$ cat src/rtl/if_trace_fifo_pkg.sv
// Defaults and elaboration helpers for the IF trace FIFO.
package if_trace_fifo_pkg;

    localparam int unsigned DEFAULT_DEPTH          = 8;
    localparam int unsigned DEFAULT_DROP_CNT_WIDTH = 16;

    // Storage depth must be a power of two so the pointers wrap on their own.
    function automatic bit depth_is_legal(input int unsigned depth);
        return (depth >= 2) && ((depth & (depth - 1)) == 0);
    endfunction

endpackage

$ cat src/rtl/ryuki_datatypes.sv
// Shared datatypes of the ryuki core: the IF tracker's trace record layout.
package ryuki_datatypes;

    // One IF trace record as produced by the IF tracker.
    typedef struct packed {
        logic [31:0] addr;
        logic [31:0] instr;
    } trace_output;

endpackage

$ cat src/rtl/if_trace_fifo_stats.sv
// Trace stream statistics: sticky overflow flag, saturating drop counter
// and occupancy high-water mark. Kept apart so other trace FIFOs can reuse it.
module if_trace_fifo_stats #(
    parameter int unsigned CNT_W          = 4,
    parameter int unsigned DROP_CNT_WIDTH = 16
) (
    input  logic                      clk,
    input  logic                      rst,
    input  logic                      drop_i,
    input  logic [CNT_W-1:0]          count_next_i,
    input  logic                      clr_i,
    output logic                      overflow_o,
    output logic [DROP_CNT_WIDTH-1:0] drop_count_o,
    output logic [CNT_W-1:0]          high_water_o
);

    logic                      overflow_q, overflow_d;
    logic [DROP_CNT_WIDTH-1:0] drop_count_q, drop_count_d;
    logic [CNT_W-1:0]          high_water_q, high_water_d;

    // Next-state statistics; a drop in the clearing cycle survives the clear.
    always_comb begin
        // NOTE: every signal gets a default first so no path leaves it unassigned (no latch).
        overflow_d   = overflow_q | drop_i;
        drop_count_d = drop_count_q;
        high_water_d = (count_next_i > high_water_q) ? count_next_i : high_water_q;
        if (drop_i && !(&drop_count_q)) begin
            drop_count_d = drop_count_q + DROP_CNT_WIDTH'(1);
        end
        if (clr_i) begin
            overflow_d   = drop_i;
            drop_count_d = drop_i ? DROP_CNT_WIDTH'(1) : '0;
            high_water_d = count_next_i;
        end
    end

    // Statistics registers.
    always_ff @(posedge clk or negedge rst) begin
        if (!rst) begin
            overflow_q   <= 1'b0;
            drop_count_q <= '0;
            high_water_q <= '0;
        end else begin
            // NOTE: sequential state uses non-blocking assignment so all registers update together.
            overflow_q   <= overflow_d;
            drop_count_q <= drop_count_d;
            high_water_q <= high_water_d;
        end
    end

    assign overflow_o   = overflow_q;
    assign drop_count_o = drop_count_q;
    assign high_water_o = high_water_q;

endmodule

$ cat src/rtl/if_trace_fifo.sv
// Circular buffer capturing IF trace records and presenting them
// first-word-fall-through on a ready/valid stream, with drop statistics.
module if_trace_fifo
    import ryuki_datatypes::*;
    import if_trace_fifo_pkg::*;
#(
    parameter int unsigned DEPTH          = DEFAULT_DEPTH,
    parameter int unsigned DROP_CNT_WIDTH = DEFAULT_DROP_CNT_WIDTH
) (
    input  logic                         clk,
    input  logic                         rst,
    input  logic                         if_data_valid,
    input  trace_output                  if_data_i,
    output logic                         out_valid,
    output trace_output                  out_data,
    input  logic                         out_ready,
    input  logic                         flush,
    input  logic                         clr_stats,
    output logic [$clog2(DEPTH+1)-1:0]   count,
    output logic                         full,
    output logic                         overflow,
    output logic [DROP_CNT_WIDTH-1:0]    drop_count,
    output logic [$clog2(DEPTH+1)-1:0]   high_water
);

    localparam int unsigned PTR_W = $clog2(DEPTH);
    localparam int unsigned CNT_W = $clog2(DEPTH + 1);
    localparam logic [CNT_W-1:0] FULL_CNT = CNT_W'(DEPTH);

    if (!depth_is_legal(DEPTH)) begin : g_depth_check
        $error("if_trace_fifo: DEPTH must be a power of two and at least 2");
    end

    trace_output      mem_q [DEPTH];
    logic [PTR_W-1:0] wr_ptr_q, wr_ptr_d;
    logic [PTR_W-1:0] rd_ptr_q, rd_ptr_d;
    logic [CNT_W-1:0] count_q, count_d;
    logic             pop, push, drop, wr_en, drop_ev;

    // Handshake decode and pointer/occupancy next state; flush overrides everything.
    always_comb begin
        pop      = (count_q != '0) && out_ready;
        push     = if_data_valid && ((count_q != FULL_CNT) || pop);
        drop     = if_data_valid && (count_q == FULL_CNT) && !pop;
        wr_en    = push && !flush;
        drop_ev  = drop && !flush;
        wr_ptr_d = wr_ptr_q;
        rd_ptr_d = rd_ptr_q;
        count_d  = count_q;
        if (flush) begin
            wr_ptr_d = '0;
            rd_ptr_d = '0;
            count_d  = '0;
        end else begin
            if (push) wr_ptr_d = wr_ptr_q + PTR_W'(1);
            if (pop)  rd_ptr_d = rd_ptr_q + PTR_W'(1);
            if (push && !pop) begin
                count_d = count_q + CNT_W'(1);
            end else if (pop && !push) begin
                count_d = count_q - CNT_W'(1);
            end
        end
    end

    // Pointer and occupancy registers.
    always_ff @(posedge clk or negedge rst) begin
        if (!rst) begin
            wr_ptr_q <= '0;
            rd_ptr_q <= '0;
            count_q  <= '0;
        end else begin
            wr_ptr_q <= wr_ptr_d;
            rd_ptr_q <= rd_ptr_d;
            count_q  <= count_d;
        end
    end

    // Record storage write port.
    // NOTE: storage has no reset; out_data is gated by out_valid so stale contents never leak.
    always_ff @(posedge clk) begin
        if (wr_en) begin
            mem_q[wr_ptr_q] <= if_data_i;
        end
    end

    assign out_valid = (count_q != '0);
    assign out_data  = out_valid ? mem_q[rd_ptr_q] : '0;
    assign count     = count_q;
    assign full      = (count_q == FULL_CNT);

    if_trace_fifo_stats #(
        .CNT_W          (CNT_W),
        .DROP_CNT_WIDTH (DROP_CNT_WIDTH)
    ) u_stats (
        .clk          (clk),
        .rst          (rst),
        .drop_i       (drop_ev),
        .count_next_i (count_d),
        .clr_i        (clr_stats),
        .overflow_o   (overflow),
        .drop_count_o (drop_count),
        .high_water_o (high_water)
    );

endmodule
$ cat config.mk
export PLATFORM = sky130hd
export DESIGN_NAME = if_trace_fifo
export DESIGN_NICKNAME = d
export VERILOG_FILES = /design/src/rtl/if_trace_fifo_pkg.sv /design/src/rtl/ryuki_datatypes.sv /design/src/rtl/if_trace_fifo_stats.sv /design/src/rtl/if_trace_fifo.sv
export SDC_FILE = /design/constraint.sdc
export NUM_CORES = 1
export LEC_CHECK = 0
export ABC_CLOCK_PERIOD_IN_PS = 12200
export BUFFER_PORTS_ARGS = -buffer_cell sky130_fd_sc_hd__buf_2
export CORE_MARGIN = 1.5
export CORE_UTILIZATION = 55
export DETAILED_ROUTE_END_ITERATION = 8
export GPL_TIMING_DRIVEN = 1
export PLACE_DENSITY = 0.74
export SLEW_MARGIN = 20
export SYNTH_ARGS = -nofsm -noshare
export SYNTH_HDL_FRONTEND = slang
export SYNTH_SLANG_ARGS = --single-unit
$ cat constraint.sdc
create_clock -name clk -period 12.2 [get_ports clk]
set_input_delay 1.83 -clock clk [delete_from_list [all_inputs] [get_ports clk]]
set_output_delay 1.83 -clock clk [all_outputs]
set_load 0.01 [all_outputs]
After elaboration in Yosys (flattened, before gate mapping)
Memory sizes are Yosys's and may differ from the RTL's.
Index checks and enable logic that the tools add are counted.
- add/sub/neg operators: 5
- $lt $le $gt $ge: 1
- eq/ne operators: 2
- mux-type cells: 16
- bitwise logic cells: 1
- reductions and logical operators: 20
- operators with widths (cell ; number):
    64-bit two-way mux ; 1
    16-bit two-way mux ; 2
    4-bit two-way mux ; 5
    16-bit by 1-bit adder with 16-bit output (second input constant) ; 1
    16-bit AND reduction ; 1
    3-bit two-way mux ; 4
    1-bit logical AND ; 9
    2-bit nonzero test ; 4
    3-bit by 1-bit adder with 3-bit output (second input constant) ; 2
    4-bit by 1-bit adder with 4-bit output (second input constant) ; 1
    4-bit == test (second input constant) ; 1
    4-bit greater-than comparator ; 1
    1-bit logical NOT ; 4
    1-bit two-way mux ; 4
    4-bit inequality test (second input constant) ; 1
    4-bit nonzero test ; 1
    4-bit by 1-bit subtractor with 4-bit output (second input constant) ; 1
    1-bit logical OR ; 1
    1-bit OR ; 1
- register bits: 31
- memory bits (writable): 512
- output and inout bits: 91
- logic and storage cells: 52
- memories: 1
- memory list (memory ; depth ; width ; read ports ; clocked after memory_dff ; write ports ; RTL line ; text):
    mem_q ; 8 ; 64 ; 1 ; 0 ; 1 ; if_trace_fifo.sv:34 ; trace_output mem_q [DEPTH];

Longest topological paths before layout
Gate-level depths: netlist of the first run.
- depth in word-level cells: 12
- gate-level depth with buffers: 12

Hierarchy
Synthesis of the first run repeated with hierarchy kept, for this count alone.
- cell total of the unflattened synthesis: 1007
- area, all modules: 21235.4 µm²
- modules (own cells, without submodules) (module ; instances ; cells an instance ; area an instance (µm²)):
    if_trace_fifo ; 1 ; 885 ; 20040.5
    if_trace_fifo_stats ; 1 ; 122 ; 1194.9

Least setup slack after synthesis of the first run
No wires, ideal clock.
- kind: input -> register
- start: input port out_ready
- end: memory mem_q[0][0] (netlist bit) (enable)
- setup time: 0.565 ns
- arrival: 6.878 ns
- path slack: 4.758 ns
- stages: 4
- buffers on the path: 1
- path through: buf_2 o21ai_1 or3_1 nor3_1
- longest elaborated chain between the ends: 6
- ends and longest elaborated chain (element ; RTL line ; text):
    start, declared ; if_trace_fifo.sv:16 ; input logic out_ready,
    1-bit logical AND ; if_trace_fifo.sv:42 ; pop = (count_q != '0) && out_ready;
    1-bit logical OR ; if_trace_fifo.sv:43 ; push = if_data_valid && ((count_q != FULL_CNT) || pop);
    1-bit logical AND ; if_trace_fifo.sv:43 ;
    1-bit logical AND ; if_trace_fifo.sv:45 ; wr_en = push && !flush;
    1-bit two-way mux ; if_trace_fifo.sv:81 ; if (wr_en) begin
    1-bit two-way mux (implied by the code) ; if_trace_fifo.sv:82 ; mem_q[wr_ptr_q] <= if_data_i;
    end, declared ; if_trace_fifo.sv:34 ;
No other way between the ends.

==> results.json, run 1 <==
{
  "finalWirelength_um": 40810,
  "synth-xor-area-share_pct": 0.5371,
  "cts_buffers": 54,
  "hold_buffers": 0,
  "seq_area_frac_synth_pct": 76.18,
  "synthTopCellsByArea": "edfxtp_1 73%, mux4_2 14%, dfrtp_1 3.7%",
  "end_kind": "primary output",
  "gp_congestion": 0.7630,
  "seq_power_share_pct": 44.3,
  "fmax_mhz": 166.5,
  "regArea_mm2": 0.01616,
  "syn_area_mm2": 0.02120,
  "hold_class": "reg -> reg",
  "multi_input_area_mm2": 0.004852,
  "num_vias": 10160,
  "synth_edf_count": 512,
  "antenna_left": 0,
  "hold_violations": 0,
  "core-area_mm2": 0.03784,
  "die_area_mm2": 0.03973,
  "cp-startpoint": "rd_ptr_q[0]$_DFFE_PN0P_",
  "clk_pin_slew_ps": 60,
  "static-leakage-power_nw": 8.004,
  "clockPowerShare_pct": 32.8,
  "syn_nets": 1093,
  "grt_pass1_vias": 10570,
  "synth_compound_area_share_pct": 0.9443,
  "synthMuxAreaShare_pct": 17.12,
  "rows": 71,
  "cts_setup_buffers": 0,
  "r2r_cells": 13,
  "slew_headroom_pct": 33.97,
  "track_usage_pct": 21.41,
  "wl_per_cell_um": 23.19,
  "cts_resized": 0,
  "status": "complete, no violations",
  "power.density_mw_per_mm2": 198.2,
  "cts_tree": "done",
  "fill_cells": 2589,
  "antenna_found_initial": 5,
  "grt_max_degree": 71,
  "dp_hpwl_um": 22190,
  "vdd_drop_max_uv": 178.0,
  "die_y_um": 199.3,
  "setup_viol": 0,
  "r2r_slack_ps": 8300,
  "worst_pin_slew_ps": 990.4,
  "drive_above_1_share_pct": 33.01,
  "synth_cell_types": 50,
  "cap_violations": 0,
  "finalSetupTns_ps": 0,
  "syn_inst": 1014,
  "clkLatencyLatePin_ps": 590,
  "synth_top_family_by_area": "multiplexers",
  "combPwrFrac_pct": 22.9,
  "worstReg2RegStart": "count[0]$_DFF_PN0_",
  "post-route-min-period_ps": 6006,
  "cts_max_path_buffers": 3,
  "die_width_um": 199.3,
  "startpoint_type": "flop",
  "switching_share_pct": 27.06,
  "power.switching_w": 0.001308,
  "drc": 0,
  "num-nets-final": 1282,
  "crit_arrival_ps": 4180,
  "clock_skew_ps": 16.67,
  "crit_path_end": "out_data[44]",
  "grt_overflow_total": 0,
  "required_ps": 10370,
  "synthAdderAreaFrac_pct": 0.5312,
  "first_iter_violations": 682,
  "io_pins": 161,
  "grt_pass1_wl_um": 62400,
  "path_max_fanout": 43,
  "rsz0062_at_grt": "no",
  "cts_max_level": 2,
  "synth-simple-area-share_pct": 3.464,
  "syn2layout_area_growth_pct": 15.05,
  "synthArstFlopShare_pct": 5.709,
  "yosysWarnings": 0,
  "drtPass1Iterations": 5,
  "power.total_w": 0.004835,
  "r2r_end": "u_stats.high_water_o[0]$_DFFE_PN0P_",
  "yosys.area.top_type": "edfxtp_1",
  "cts_sinks": 543,
  "maxSlewViolCount": 0,
  "layout_common_cells": "512 x edfxtp_1, 160 x buf_2, 128 x mux4_2",
  "synth-seq-cells": 543,
  "viasPerCell": 5.775,
  "final_common_cell": "edfxtp_1",
  "avgSynthCellArea_um2": 20.91,
  "io_buffers": 160,
  "fin_crit_sh_pct": 49.23,
  "synth_top_area_share_pct": 72.52,
  "root_buffer": "clkbuf_16",
  "power.internal_w": 0.003527,
  "start_util_pct": 56.02,
  "synth-main-ff-cell": "edfxtp_1",
  "worstSetupPathType": "reg -> out"
}
[cells by family (layout without fill, tap and decap cells)]
family	Yosys count	count (layout)
xor+xnor	13	13
fa+ha+maj	9	9
other cells	0	1
flops	543	543
mux	202	202
compound gates	29	29
buf+inv	62	296
simple gates	156	156
[power groups by stage]
stage / Sequential, W / Clock (W) / Combinational, W
6_report: 0.00214 / 0.00159 / 0.00111
3_3_place_gp: 0.00222 / 0 / 0.00107
4_1_cts: 0.00218 / 0.00162 / 0.00109
2_1_floorplan: 0.00215 / 0 / 0.000801
5_1_grt: 0.00215 / 0.00169 / 0.00121
3_5_place_dp: 0.00222 / 0 / 0.00108
[synth_stat cells (2+ instances only)]
cell type / count
nand3b_1: 4
dfrtp_1: 31
xor2_1: 6
edfxtp_1: 512
or3_1: 2
o21ai_0: 3
and4_4: 2
nand3_1: 10
xnor2_1: 7
ha_1: 9
mux2i_1: 70
nor2_1: 93
and4_1: 3
clkbuf_1: 28
nand2b_1: 3
mux2_2: 4
nand4_1: 2
nand2_1: 16
buf_2: 15
a21oi_1: 9
mux4_2: 128
nor2b_1: 2
a211oi_1: 3
a31oi_1: 2
inv_1: 13
and3_1: 2
nor3_1: 7
nor4b_1: 2
o211ai_1: 2
buf_1: 4
[through the flow]
stage	util (%)	setup WS [ps]	instances	instance area [um2]	hold slack, ps
2_1_floorplan	-	4758	1014	21200	545.9
3_3_place_gp	59.88	6365	1657	22660	510.3
3_5_place_dp	59.88	6372	1657	22660	518.5
4_1_cts	64.37	5748	1758	24360	532.4
5_1_grt	64.44	5795	1759	24390	557.7
6_report	64.45	6194	1760	24390	530.6
[final cells by class]
class / count / area share [%]
inverters: 13 / 0.2001
multi-input cells: 409 / 19.89
flip-flops and latches: 543 / 66.26
diodes: 1 / 0.01026
well taps: 511 / 2.621
clock inverters: 35 / 1.159
repair buffers: 182 / 4.042
clock buffers: 66 / 5.812
[flip-flops by register name, indices dropped and copies added (netlist names)]
name                  count
mem_q                   512
u_stats.drop_count_o     16
count                     4
u_stats.high_water_o      4
rd_ptr_q                  3
wr_ptr_q                  3
u_stats.overflow_o        1
[worst min-delay path by stage]
stage / from / end / slack [ps] / depth (start not counted)
floorplan: wr_ptr_q[0]$_DFFE_PN0P_ / wr_ptr_q[0]$_DFFE_PN0P_ / 550 / 2
detailed placement: u_stats.high_water_o[3]$_DFFE_PN0P_ / u_stats.high_water_o[3]$_DFFE_PN0P_ / 520 / 1
finish: u_stats.high_water_o[3]$_DFFE_PN0P_ / u_stats.high_water_o[3]$_DFFE_PN0P_ / 530 / 1
global route: u_stats.high_water_o[3]$_DFFE_PN0P_ / u_stats.high_water_o[3]$_DFFE_PN0P_ / 560 / 1
CTS: u_stats.high_water_o[3]$_DFFE_PN0P_ / u_stats.high_water_o[3]$_DFFE_PN0P_ / 530 / 1
global placement: u_stats.high_water_o[3]$_DFFE_PN0P_ / u_stats.high_water_o[3]$_DFFE_PN0P_ / 510 / 1
[worst max-delay path, cell delays in order, from the launching register on]
cell and delay, ps:
dfrtp_4 660, buf_16 310, buf_4 660, buf_4 810, mux4_2 610, mux2i_1 180
nor2_1 80, buf_2 190
[layer usage]
metal,track usage [%],up-vias,wire (um)
met5,0,-,47
met4,5.959,8,784
met3,3.730,69,2332
met2,35.50,249,20540
met1,29.72,5316,17110
li1,-,4522,-
Note: power is estimated with default switching activity, not from simulation.
==> run 2: changes to the inputs <==
- ABC_AREA: not set -> 1
- ABC_CLOCK_PERIOD_IN_PS: 12200 -> 5000
- CORE_UTILIZATION: 55 -> 54
- PLACE_DENSITY: 0.74 -> 0.76
- clock period: 12.2 -> 5 ns (I/O delays scaled with it)
==> run 2 against run 1 <==
Clock skew increased by 4.9 ps. Synthesized cell count increased by 71%. Via count increased by 37%. Total power increased by 130%. Synthesized area increased by 4.1%. Critical path depth increased by 2. Worst hold slack got worse by 300 ps. Final area increased by 3.0%. Combinational power increased by 74%. Utilization decreased by 1.6 points. Non-clock buffer count increased by 4.
==> results.json, run 2 <==
{
  "synth-main-ff-cell": "edfxtp_1",
  "syn2layout_area_growth_pct": 13.89,
  "yosysMostFrequentCell": "edfxtp_1",
  "die_area_mm2": 0.04209,
  "viasPerCell": 5.710,
  "finalWirelength_um": 47520,
  "path_max_fanout": 56,
  "cts_sinks": 543,
  "drive_above_1_share_pct": 15.38,
  "core-area_mm2": 0.04001,
  "root_buffer": "clkbuf_16",
  "grt_max_degree": 107,
  "startpoint_type": "flop",
  "num-nets-final": 1946,
  "grt_pass1_wl_um": 72750,
  "path_delay_family": "buffers and inverters",
  "clk_pin_slew_ps": 60,
  "cts_setup_buffers": 0,
  "io_pins": 161,
  "synthTopCellsByArea": "edfxtp_1 70%, nor2_1 7.0%, o21ai_0 6.3%",
  "slew_headroom_pct": 24.32,
  "worst_path_max_delay_cell": "buf_4",
  "combPwrFrac_pct": 17.4,
  "cts_buffers": 53,
  "synth_cell_types": 35,
  "io_buffers": 160,
  "ys_top_cells_by_count": "512 x edfxtp_1, 414 x nor2_1, 278 x o21ai_0",
  "layout_common_cells": "512 x edfxtp_1, 406 x nor2_1, 278 x o21ai_0",
  "wl_per_cell_um": 19.48,
  "power.internal_w": 0.008078,
  "avgSynthCellArea_um2": 12.76,
  "synth-seq-cells": 543,
  "hold_buffers": 0,
  "start_util_pct": 55.16,
  "gp_congestion": 0.8474,
  "seq_power_share_pct": 46.7,
  "syn_inst": 1729,
  "hold_class": "in -> async",
  "fmax_mhz": 259.5,
  "maxSlewViolCount": 0,
  "track_usage_pct": 22.75,
  "clkLatencyLatePin_ps": 600,
  "design_area_mm2": 0.02513,
  "switching_share_pct": 27.19,
  "grt_overflow_total": 0,
  "synth_edf_count": 512,
  "top_register": "mem_q",
  "hold_ws_ps": 226.7,
  "status": "complete, no violations",
  "cts_tree": "done",
  "num_vias": 13930,
  "worst_pin_slew_ps": 1135,
  "power.density_mw_per_mm2": 441.4,
  "setup_viol": 0,
  "largest_register_ffs": 512,
  "rsz0062_at_grt": "no",
  "pre_cts_ws_ps": 1679,
  "final_common_cell": "edfxtp_1",
  "vdd_drop_max_uv": 370.9,
  "path_buf_inv": 3,
  "post-route-min-period_ps": 3853,
  "cts_max_path_buffers": 3,
  "hold_violations": 0,
  "crit_arrival_ps": 3100,
  "power.total_w": 0.01109,
  "power.switching_w": 0.003016,
  "first_iter_violations": 1195,
  "antenna_found_initial": 5,
  "yosysWarnings": 0,
  "grt_pass1_vias": 13370,
  "setup_ws_ps": 1147,
  "rows": 73,
  "worstSetupPathType": "reg -> out",
  "yosys.area.top_type": "edfxtp_1",
  "synth_top_area_share_pct": 69.67,
  "die_width_um": 205.2,
  "cts_resized": 0,
  "die_y_um": 205.2,
  "clock_skew_ps": 21.58,
  "finalSetupTns_ps": 0,
  "seq_area_frac_synth_pct": 73.19,
  "antenna_left": 0,
  "placed_cell_area_mm2": 0.02335,
  "required_ps": 4250,
  "drc": 0,
  "cts_max_level": 2,
  "max_stage_delay_ps": 610,
  "drtPass1Iterations": 5,
  "end_kind": "primary output",
  "fin_crit_sh_pct": 77.06,
  "dp_hpwl_um": 25240,
  "clockPowerShare_pct": 36.0,
  "cp_cell_sequence": "buf_4 -> buf_12 -> nor2_1 -> nor2_1 -> o21ai_0 -> o21ai_0 -> o21ai_0 -> nor2_1 -> buf_2",
  "syn_nets": 1808,
  "cap_violations": 0,
  "syn_area_mm2": 0.02207,
  "synthArstFlopShare_pct": 5.709,
  "static-leakage-power_nw": 8.874
}
[run 2: changes by cell type in the layout (fill, tap and decap cells not counted), moves of 6 or more]
cell     previous run  this run
buf_12              0         9
inv_1              13        27
mux2i_1            70        64
mux4_2            128         0
nand2_1            16        94
nand2_2             0         6
nand3_1            10        20
nand4_1             2        22
nor2_1             86       406
o21ai_0             3       278
o21ai_1             1        48
o22ai_1             1        64
[run 2: power by group through the flow]
stage               sequential, W  combinational [W]  clock (W)
finish                    0.00518            0.00193    0.00399
global route              0.00519            0.00216    0.00421
CTS                       0.00518            0.00194    0.00406
detailed placement        0.00527            0.00192          0
global placement          0.00527            0.00188          0
floorplan                 0.00524            0.00130          0
[run 2: final cells by class]
class                           instances  area [um2]
Sequential cell                       543       16160
Antenna cell                            3       7.507
Timing Repair Buffer                  186        1109
Clock buffer                           65        1393
Tap cell                              525       656.9
Clock inverter                         34       365.4
Fill cell                            2919       14870
Multi-Input combinational cell       1052        5321
Inverter                               31       121.4
[run 2: path summary, 6_finish.rpt]
| kind | depth (start not counted) | from | slack, ps | endpoint |
|---|---|---|---|---|
| setup / recovery | 9 | rd_ptr_q[0]$_DFFE_PN0P_ | 1150 | out_data[63] |
| hold / removal | 1 | rst | 230 | u_stats.high_water_o[1]$_DFFE_PN0P_ |
| setup reg to reg | 20 | count[0]$_DFF_PN0_ | 1630 | u_stats.high_water_o[2]$_DFFE_PN0P_ |
| hold reg to reg | 2 | u_stats.overflow_o$_DFF_PN0_ | 480 | u_stats.overflow_o$_DFF_PN0_ |
| max in group asynchronous | 1 | rst | 4220 | rd_ptr_q[0]$_DFFE_PN0P_ |
| min in group clk | 2 | flush | 410 | rd_ptr_q[1]$_DFFE_PN0P_ |
[run 2: through the flow]
stage / util (%) / cells
floorplan: - / 1729
global route: 62.81 / 2437
global placement: 58.36 / 2336
finish: 62.82 / 2439
detailed placement: 58.36 / 2336
CTS: 62.75 / 2435
[run 2: kinds of logic (layout without fill, tap and decap cells)]
family / Yosys count / in the layout / share of synthesized area, %
xor gates and xnor gates: 9 / 9 / 0.3572
muxes: 64 / 64 / 2.903
buffers and inverters: 134 / 316 / 2.971
other: 0 / 3 / 0
AOI/OAI and AO/OA: 399 / 399 / 9.457
adders and majority gates: 9 / 9 / 0.5103
and+or+nand+nor: 571 / 571 / 10.61
DFF: 543 / 543 / 73.19
[run 2: metal layers]
layer  global-route usage (%)  wire length (um)  up-vias
li1                         -                 -     6542
met1                    30.18             20090     6858
met2                    38.37             23420      442
met3                    3.627              2882       79
met4                    7.795              1093        6
met5                        0                34        -
==> run 3: changes to the inputs <==
- ABC_CLOCK_PERIOD_IN_PS: 5000 -> 3300
- clock period: 5 -> 3.3 ns (I/O delays scaled with it)
==> run 3 against run 2 <==
Count of clock-buffer cells in the layout grew 3. Largest power group unchanged. Critical path depth decreased by 2. Critical path type unchanged. Routed wire length rose by 4.3%. Global-route usage is 0.71 points higher. Flip-flop and latch count unchanged.
==> results.json, run 3 (same netlist as run 2, synthesis figures left out) <==
{
  "io_buffers": 160,
  "maxSlewViolCount": 0,
  "crit_arrival_ps": 2680,
  "hp-start": "if_data_i[61]",
  "rows": 73,
  "r2r_end": "u_stats.high_water_o[1]$_DFFE_PN0P_",
  "cp_cell_sequence": "inv_1 -> ha_1 -> nand2_4 -> buf_6 -> o21ai_0 -> nor2_1 -> buf_2",
  "clock_skew_ps": 24.52,
  "cts_max_path_buffers": 3,
  "finalSetupTns_ps": 0,
  "end_kind": "primary output",
  "core-area_mm2": 0.04001,
  "rsz0062_at_grt": "yes",
  "drtPass1Iterations": 5,
  "status": "complete, no violations",
  "gp_congestion": 0.8606,
  "grt_pass1_vias": 13860,
  "drive_above_1_share_pct": 15.46,
  "path_delay_family": "buffers and inverters",
  "hold_violations": 0,
  "worst_path_max_delay_cell": "dfrtp_1",
  "vdd_drop_max_uv": 506.7,
  "path_max_fanout": 42,
  "final_common_cell": "edfxtp_1",
  "die_y_um": 205.2,
  "path_buf_inv": 3,
  "die_width_um": 205.2,
  "setup_viol": 0,
  "track_usage_pct": 23.46,
  "cts_buffers": 53,
  "startpoint_type": "flop",
  "fin_crit_sh_pct": 96.14,
  "num-nets-final": 1955,
  "num_vias": 14180,
  "design_area_mm2": 0.02518,
  "cts_max_level": 2,
  "dp_hpwl_um": 26190,
  "worstReg2RegStart": "count[0]$_DFF_PN0_",
  "max_stage_delay_ps": 450,
  "static-leakage-power_nw": 8.868,
  "root_buffer": "clkbuf_16",
  "wl_per_cell_um": 20.23,
  "power.density_mw_per_mm2": 655.5,
  "required_ps": 2800,
  "cap_violations": 0,
  "top_register": "mem_q",
  "cts_sinks": 543,
  "r2r_slack_ps": 480,
  "worstSetupPathType": "reg -> out",
  "slew_headroom_pct": 35.06,
  "clkLatencyLatePin_ps": 620,
  "hold_class": "in -> reg",
  "viasPerCell": 5.789,
  "hold_depth": 1,
  "hold_end": "mem_q[1][61]$_DFFE_PP_",
  "post-route-min-period_ps": 3173,
  "fmax_mhz": 315.2,
  "grt_overflow_total": 0,
  "cts_tree": "done",
  "layout_common_cells": "512 x edfxtp_1, 406 x nor2_1, 278 x o21ai_0",
  "grt_pass1_wl_um": 75390,
  "clk_pin_slew_ps": 60,
  "die_area_mm2": 0.04209,
  "antenna_found_initial": 9,
  "drc": 0,
  "finalWirelength_um": 49560,
  "power.total_w": 0.01651,
  "grt_max_degree": 89,
  "antenna_left": 0,
  "syn2layout_area_growth_pct": 14.11,
  "placed_cell_area_mm2": 0.02352,
  "first_iter_violations": 1595,
  "io_pins": 161,
  "largest_register_ffs": 512,
  "worst_pin_slew_ps": 974.1,
  "start_util_pct": 55.16,
  "r2r_cells": 18
}
run 3: where the power goes:
part | switching, W | leakage [nW] | internal [W]
clock network | 0.00255 | 0.779 | 0.00306
registers | 0.000123 | 5.04 | 0.00771
logic | 0.00203 | 3.05 | 0.00103
total | 0.00470 | 8.87 | 0.0118
run 3: metrics by stage:
| stage | hold slack, ps | util (%) | instances | setup slack, ps |
|---|---|---|---|---|
| 5_1_grt | 132.4 | 62.93 | 2448 | -18.61 |
| 3_3_place_gp | 484.4 | 58.79 | 2344 | 648.9 |
| 2_1_floorplan | 199.4 | - | 1729 | -181.9 |
| 6_report | 142.1 | 62.94 | 2450 | 127.2 |
| 4_1_cts | 116.8 | 62.86 | 2445 | 63.72 |
| 3_5_place_dp | 494.0 | 58.79 | 2344 | 565.5 |
run 3: final cells by class:
cell class	instances	area [um2]
clock inverter	32	231.5
multi-input combinational	1052	5321
sequential	543	16160
timing repair buffer	195	1295
antenna	4	10.01
clock buffer	68	1383
tap	525	656.9
fill	2896	14830
inverter	31	123.9
run 3: what timing repair did:
action	CTS	global route
gates resized for setup	1	1
hold endpoints to repair	31	0
hold buffers	1	0
buffers inserted	0	1
endpoints found under the setup margin	1	19
run 3: routing by layer:
metal / share of wire (%) / global-route usage (%)
met3: 7.6 / 4.502
met4: 2.0 / 7.560
met2: 49 / 39.36
met5: 0.12 / 0
met1: 41 / 30.97
run 3: worst max-delay path by stage:
| stage | cells after the start | start | to |
|---|---|---|---|
| 6_report | 7 | count[0]$_DFF_PN0_ | out_data[11] |
| 5_1_grt | 7 | rd_ptr_q[0]$_DFFE_PN0P_ | out_data[38] |
| 4_1_cts | 7 | rd_ptr_q[0]$_DFFE_PN0P_ | out_data[11] |
| 3_5_place_dp | 18 | count[0]$_DFF_PN0_ | u_stats.high_water_o[1]$_DFFE_PN0P_ |
| 3_3_place_gp | 18 | count[0]$_DFF_PN0_ | u_stats.high_water_o[3]$_DFFE_PN0P_ |
| 2_1_floorplan | 7 | count[0]$_DFF_PN0_ | mem_q[0][0]$_DFFE_PP_ |
run 3: worst register-to-register path, stage by stage, from the launching register on:
cell	delay [ps]
dfrtp_1	450
inv_1	120
ha_1	300
nand2_4	150
buf_4	300
nand4_1	120
nand2_1	80
nor2_1	60
and2_1	150
ha_1	290
nand2_1	60
nand2_1	60
nand2_1	60
nand2_1	60
nand2_1	50
nand2_1	130
inv_1	120
nand2_1	90
nand2_1	60
